File: config.mk
export PLATFORM = sky130hd
export DESIGN_NAME = key_scheduler
export DESIGN_NICKNAME = d
export VERILOG_FILES = /design/src/rtl/key_scheduler.sv
export SDC_FILE = /design/constraint.sdc
export NUM_CORES = 1
export LEC_CHECK = 0
export BUFFER_PORTS_ARGS = -buffer_cell sky130_fd_sc_hd__buf_2
export CORE_AREA = 2 2 55 57
export DETAILED_ROUTE_END_ITERATION = 10
export DIE_AREA = 0 0 57 59
export PLACE_DENSITY_LB_ADDON = 0.1
export SKIP_LAST_GASP = 1
export SYNTH_ARGS = -nofsm -noshare
export SYNTH_HDL_FRONTEND = slang
export SYNTH_SLANG_ARGS = --single-unit
File: constraint.sdc
create_clock -name clk -period 1.9 [get_ports clk]
set_clock_uncertainty 0.1 [all_clocks]
set_input_delay 0 -clock clk [delete_from_list [all_inputs] [get_ports clk]]
set_output_delay 0 -clock clk [all_outputs]
set_load 0.1 [all_outputs]
File: src/rtl/key_scheduler.sv
`default_nettype none
// ============================================================================
// Module      : key_scheduler
// Description : Serially loads a key pair and presents the two keys
//               alternately, SLOT_LEN cycles each, while running.
// Revision    : 1.0 - initial release
// ============================================================================
module key_scheduler #(
    parameter int KEY_W    = 5,
    parameter int SLOT_LEN = 2
) (
    input  logic             clk,
    input  logic             rst,
    input  logic             load,
    input  logic             sdi,
    input  logic             start,
    input  logic             stop,
    output logic [KEY_W-1:0] key,
    output logic             key_valid,
    output logic             slot,
    output logic             loaded,
    output logic             err
);

    localparam int c_TOTAL_BITS = 2 * KEY_W;
    localparam int c_CNT_W      = $clog2(c_TOTAL_BITS + 1);
    localparam int c_CYC_W      = $clog2(2 * SLOT_LEN);

    localparam logic [c_CNT_W-1:0] c_CNT_ONE  = c_CNT_W'(1);
    localparam logic [c_CNT_W-1:0] c_CNT_LAST = c_CNT_W'(c_TOTAL_BITS - 1);
    localparam logic [c_CYC_W-1:0] c_CYC_ONE  = c_CYC_W'(1);
    localparam logic [c_CYC_W-1:0] c_CYC_MAX  = c_CYC_W'(2 * SLOT_LEN - 1);
    localparam logic [c_CYC_W-1:0] c_CYC_SLOT = c_CYC_W'(SLOT_LEN);

    localparam logic [1:0] c_IDLE  = 2'd0;
    localparam logic [1:0] c_LOAD  = 2'd1;
    localparam logic [1:0] c_ARMED = 2'd2;
    localparam logic [1:0] c_RUN   = 2'd3;

    logic [1:0]              r_state;
    logic [c_TOTAL_BITS-1:0] r_shift;
    logic [c_CNT_W-1:0]      r_bit_cnt;
    logic [KEY_W-1:0]        r_key1;
    logic [KEY_W-1:0]        r_key2;
    logic [c_CYC_W-1:0]      r_cyc;
    logic                    r_load_d;
    logic [KEY_W-1:0]        r_key;
    logic                    r_key_valid;
    logic                    r_slot;
    logic                    r_loaded;
    logic                    r_err;

    logic [1:0]              w_state_nxt;
    logic [c_TOTAL_BITS-1:0] w_shift_nxt;
    logic [c_TOTAL_BITS-1:0] w_shift_in;
    logic [c_CNT_W-1:0]      w_bit_cnt_nxt;
    logic [KEY_W-1:0]        w_key1_nxt;
    logic [KEY_W-1:0]        w_key2_nxt;
    logic [c_CYC_W-1:0]      w_cyc_nxt;
    logic                    w_loaded_nxt;
    logic                    w_err_nxt;
    logic                    w_run_nxt;
    logic                    w_slot_nxt;

    assign w_shift_in = {r_shift[c_TOTAL_BITS-2:0], sdi};

    always_comb begin
        w_state_nxt   = r_state;
        w_shift_nxt   = r_shift;
        w_bit_cnt_nxt = r_bit_cnt;
        w_key1_nxt    = r_key1;
        w_key2_nxt    = r_key2;
        w_cyc_nxt     = r_cyc;
        w_loaded_nxt  = r_loaded;
        w_err_nxt     = 1'b0;
        case (r_state)
            c_IDLE: begin
                if (load) begin
                    w_shift_nxt   = w_shift_in;
                    w_bit_cnt_nxt = c_CNT_ONE;
                    w_state_nxt   = c_LOAD;
                end
            end
            c_LOAD: begin
                if (load) begin
                    w_shift_nxt = w_shift_in;
                    if (r_bit_cnt == c_CNT_LAST) begin
                        // First-shifted bits form key1, MSB first
                        w_key1_nxt    = w_shift_in[c_TOTAL_BITS-1:KEY_W];
                        w_key2_nxt    = w_shift_in[KEY_W-1:0];
                        w_loaded_nxt  = 1'b1;
                        w_bit_cnt_nxt = '0;
                        w_state_nxt   = c_ARMED;
                    end else begin
                        w_bit_cnt_nxt = r_bit_cnt + c_CNT_ONE;
                    end
                end else begin
                    w_err_nxt     = 1'b1;
                    w_shift_nxt   = '0;
                    w_bit_cnt_nxt = '0;
                    w_loaded_nxt  = 1'b0;
                    w_state_nxt   = c_IDLE;
                end
            end
            c_ARMED: begin
                if (load) begin
                    w_loaded_nxt  = 1'b0;
                    w_shift_nxt   = w_shift_in;
                    w_bit_cnt_nxt = c_CNT_ONE;
                    w_state_nxt   = c_LOAD;
                end else if (start) begin
                    w_cyc_nxt   = '0;
                    w_state_nxt = c_RUN;
                end
            end
            default: begin
                // Load is never honoured while running; flag it instead
                w_err_nxt = load & (stop | ~r_load_d);
                if (stop) begin
                    w_cyc_nxt   = '0;
                    w_state_nxt = c_ARMED;
                end else if (r_cyc == c_CYC_MAX) begin
                    w_cyc_nxt = '0;
                end else begin
                    w_cyc_nxt = r_cyc + c_CYC_ONE;
                end
            end
        endcase
    end

    // Outputs are registered from next-state values so the first key appears
    // on the same edge that enters RUN.
    assign w_run_nxt  = (w_state_nxt == c_RUN);
    assign w_slot_nxt = w_run_nxt && (w_cyc_nxt >= c_CYC_SLOT);

    always_ff @(posedge clk) begin
        if (rst) begin
            r_state     <= c_IDLE;
            r_shift     <= '0;
            r_bit_cnt   <= '0;
            r_key1      <= '0;
            r_key2      <= '0;
            r_cyc       <= '0;
            r_load_d    <= 1'b0;
            r_key       <= '0;
            r_key_valid <= 1'b0;
            r_slot      <= 1'b0;
            r_loaded    <= 1'b0;
            r_err       <= 1'b0;
        end else begin
            r_state     <= w_state_nxt;
            r_shift     <= w_shift_nxt;
            r_bit_cnt   <= w_bit_cnt_nxt;
            r_key1      <= w_key1_nxt;
            r_key2      <= w_key2_nxt;
            r_cyc       <= w_cyc_nxt;
            r_load_d    <= load;
            r_key       <= w_run_nxt ? (w_slot_nxt ? w_key2_nxt : w_key1_nxt) : '0;
            r_key_valid <= w_run_nxt;
            r_slot      <= w_slot_nxt;
            r_loaded    <= w_loaded_nxt;
            r_err       <= w_err_nxt;
        end
    end

    assign key       = r_key;
    assign key_valid = r_key_valid;
    assign slot      = r_slot;
    assign loaded    = r_loaded;
    assign err       = r_err;

endmodule
`default_nettype wire

* Word level (Yosys, flattened, before mapping)
Cells that the tools add are included.
** Storage, ports and cells
- Register bits after elaboration :: 37
- Input port bits :: 6
- Output and inout port bits :: 9
- Word-level logic and storage cells :: 68
** Cells by class
- Add/subtract/negate cells :: 2
- $lt $le $gt $ge :: 1
- Eq/ne operators :: 8
- Multiplexer cells :: 32
- Bitwise gates (word level) :: 4
- Reduce and logical (&&, ||, !) cells :: 9
** Operators by type and width (count)
- $mux 5 :: 7
- $mux 2 :: 10
- $mux 9 :: 2
- $pmux 9 s2 :: 1
- $mux 4 :: 3
- $pmux 4 s2 :: 1
- $eq 2x2->1 const B :: 3
- $pmux 2 s3 :: 1
- $reduce_or 2->1 :: 3
- $add 4x1->4 const B :: 1
- $eq 4x4->1 const B :: 1
- $mux 1 :: 4
- $pmux 1 s2 :: 2
- $pmux 2 s2 :: 1
- $reduce_bool 2->1 :: 2
- $ne 3x3->1 const B :: 1
- $reduce_and 3->1 :: 1
- $add 2x1->2 const B :: 1
- $eq 2x1->1 const B :: 1
- $ge 2x2->1 const B :: 1
- $logic_not 2->1 :: 1
- $ne 2x1->1 const B :: 1
- $ne 2x2->1 const B :: 1
- $not 1->1 :: 2
- 4 further kinds :: 4

* Logic depth before layout (Yosys ltp)
- Depth after elaboration :: 7
- Gate-level depth with buffers :: 8
- Mapped depth without buffers :: 6

* Worst setup path before layout
Ideal clock, no wire load.
- Path kind :: reg-to-reg
- Start :: register r_bit_cnt[1]
- End :: register r_bit_cnt[3]
- Library setup time :: 71 ps
- Data arrival time :: 1558 ps
- Required time :: 1729 ps
- Setup slack :: 172 ps
- Stages on the path, launching flop included :: 7
- Path buffers :: 0
- Clock period less this slack :: 1728 ps
- Path through :: dfxtp_1 > inv_1 > ha_1 > and3b_4 > or3_4 > or3_1 > a21oi_1
** On the way
- Word-level cells in the longest chain between the ends :: 4
- Elaborated cells on any way between the ends :: 5
- Classes of those cells :: add/sub: 1; eq/ne: 1; mux: 3
** Ends and longest elaborated chain
- start, declared :: RTL line 42 : logic [c_CNT_W-1:0] r_bit_cnt;
- start signal, assigned :: RTL line 153 : r_bit_cnt <= w_bit_cnt_nxt;
- $add 4x1->4 / $eq 4x4->1 (equally long branches) :: RTL line 95, 87
- $mux 4 * :: RTL line 87 : if (r_bit_cnt == c_CNT_LAST) begin
- $mux 4 * :: RTL line 85 : if (load) begin
- $pmux 4 s2 * :: RTL line 76 : case (r_state)
Every way passes the cells marked *; elsewhere a longest branch is shown, timed or not.
A chain may end at the register's enable or synchronous reset.

* Worst setup path in the final report
Same ends and word-level chain as after synthesis.

==> qor.csv <==
metric;value;unit
outcome;complete, no violations;
comb_power_share;5.2;%
synth_cell_types;34;
n_fill_cell;249;
htreeDepth;2;
hpwl;1830;µm
path_class;flop to flop;
cp-start-kind;flop;
final_layout_size_suffix_gt1_share;19.8;%
internal-power;1.13;mW
placed_cells;206;
insertion_delay;0.34;ns
die_y;59;µm
grt_max_degree;31;
grt_pass1_wl;4420;µm
irDropWorstVdd;1.00;mV
grt_util_all_layers;17.5;%
synth_flop_cell;dfxtp_1;
yosysMostFrequentCell;dfxtp_1;
num_io_pins;15;
synth_top_area_share;51.2;%
synthToLayoutAreaGrowth;18.0;%
numClockSinks;37;
drv_slew;0;
yosys.area.top_type;dfxtp_1;
max-cap-violations;0;
diodes;0;
root_buffer;clkbuf_4;
post-route-util;63.0;%
synth_fp_nets;172;
synthCells;164;
postCtsSetupBuffers;0;
worstSetupEndpointType;flop;
synth-seq-cells;37;
cts_inserted_buffers;5;
die_x;57;µm
rsz0062_at_grt;no;
clockPowerShare;39.4;%
synth_area;1450;µm²
clk_pin_slew_worst_paths;0.10;ns
gr-total-overflow;0;
fin_crit;1.80;ns
vias;1161;
yosys_warnings;0;
finalHoldViolCount;0;
grt_pass1_vias;1012;
synthTopCellsByArea;dfxtp_1, a21oi_1, nand2_1;
avgSynthCellArea;8.83;µm²
tightest_slew;0.593;ns
relSlewSlack;60.3;%
cp_max_fo;5;
vias_per_cell;5.33;
cts_max_path_buffers;2;
synth_common_cells;dfxtp_1, nand2_1, a21oi_1, nor2_1, a22oi_1;
switching_share;21.1;%
row_count;19;
cts_tree;done;
finalWirelength;2690;µm
finalSetupViolations;0;
ant_nets;0;
coreArea;2710;µm²
gp_congestion;0.817;
fmax;0.556;GHz
final_cells;218;
routedWlPerCell;12.3;µm
drt-initial-drc-count;20;
switching_power;0.302;mW
io_buffers;14;
final_nets;194;
p_seq_share;55.3;%
synth_edf_count;0;
hold_path_class;input port to flop;
detail_route.first_pass.iterations;4;
cp_data_arrival_time;1.98;ns
fin_crit_sh;94.7;%
cp.required;2.08;ns
dieArea;3360;µm²
ys_async_sr_fraction;0;%
tns;0;ns
initial_core_util;53.4;%
ys_seq_area_share;51.2;%
p_leak;0.636;nW
p_per_area;837;nW/µm²
power;1.43;mW
drc;0;
antenna_found_initial;0;
==> power groups by stage <==
stage	Combinational, mW	Clock [mW]	Sequential [mW]
final	0.0750	0.564	0.791
after global routing	0.0823	0.617	0.793
after CTS	0.0744	0.583	0.790
after detailed placement	0.0677	0	0.808
after global placement	0.0666	0	0.808
after floorplan	0.0438	0	0.810
==> critical path, stage by stage (launching register included) <==
cell and delay, ns:
dfxtp_2 0.36, inv_1 0.05, ha_2 0.17, and3b_4 0.19, or3_4 0.38, or3_4 0.37, a21oi_2 0.11
==> cells in the final DEF, fill, tap and decap left out, drive strengths merged <==
cell / count
dfxtp: 37
nand2: 23
buf: 21
a21oi: 20
nor2: 19
a22oi: 10
clkbuf: 7
mux2i: 6
o21ai: 6
dlygate4sd3: 4
nor3: 4
nand2b: 3
nor2b: 3
inv: 3
or3: 3
and3b: 2
ha: 2
and2: 1
and3: 1
a311oi: 1
or4: 1
a2bb2oi: 1
o31ai: 1
nand3b: 1
nand3: 1
nor4b: 1
xnor2: 1
o211ai: 1
nor4: 1
a21o: 1
bufinv: 1
==> layer usage <==
metal / wire, µm / track usage [%] / up-vias
met5: 0 / 0 / -
met4: 48 / 7.97 / 0
met1: 1380 / 22.0 / 525
li1: - / - / 613
met3: 110 / 6.55 / 7
met2: 1150 / 26.9 / 16
==> state kept, by name (all words and copies together), names as in the netlist, 2 cells and up <==
register and count:
r_key1 5, r_bit_cnt 4, r_state 2, r_shift 9
key 5, r_cyc 2, r_key2 5
==> logic make-up (layout without fill, tap and decap cells) <==
logic type                 count (synthesis)  in the layout  share of synthesized area, %
AOI/OAI and AO/OA                         41             41                          16.9
adders and majority gates                  2              2                          1.73
DFF                                       37             37                          51.2
buffers and inverters                     13             36                          3.46
muxes                                      6              6                          4.15
xor gates and xnor gates                   1              1                         0.605
and+or+nand+nor                           64             64                          22.0
==> cell type report <==
type | instances | area (µm²) | share of cell area (%)
Inverter | 3 | 11.3 | 0.659
Timing Repair Buffer | 25 | 163 | 9.52
Tap cell | 31 | 38.8 | 2.27
Multi-Input combinational cell | 114 | 668 | 39.1
Sequential cell | 37 | 742 | 43.4
Clock buffer | 7 | 55.1 | 3.22
Clock inverter | 1 | 30.0 | 1.76
==> path summary, 6_finish.rpt <==
path | startpoint | endpoint | slack [ns] | cells past startpoint
max | r_bit_cnt[1] | r_bit_cnt[3] | 0.10 | 6
min | rst | r_bit_cnt[3] | 0.03 | 3
max reg2reg | r_bit_cnt[1] | r_bit_cnt[3] | 0.10 | 6
min reg2reg | r_key2[0] | r_key2[0] | 0.36 | 2
==> per-stage QoR <==
step / hold WS [ns] / area [µm²] / worst slack (ns)
2_1_floorplan: 0.0360 / 1450 / 0.172
3_3_place_gp: 0.176 / 1570 / 0.142
3_5_place_dp: 0.178 / 1570 / 0.0684
4_1_cts: 0.0205 / 1700 / 0.0325
5_1_grt: 0.0303 / 1710 / 0.0193
6_report: 0.0303 / 1710 / 0.101
==> what timing repair did <==
action,4_1_cts,5_1_grt
hold endpoints to repair,9,0
endpoints found under the setup margin,0,1
hold buffers,4,0
gates resized for setup,0,4
Power figures use the tool's default switching activity.
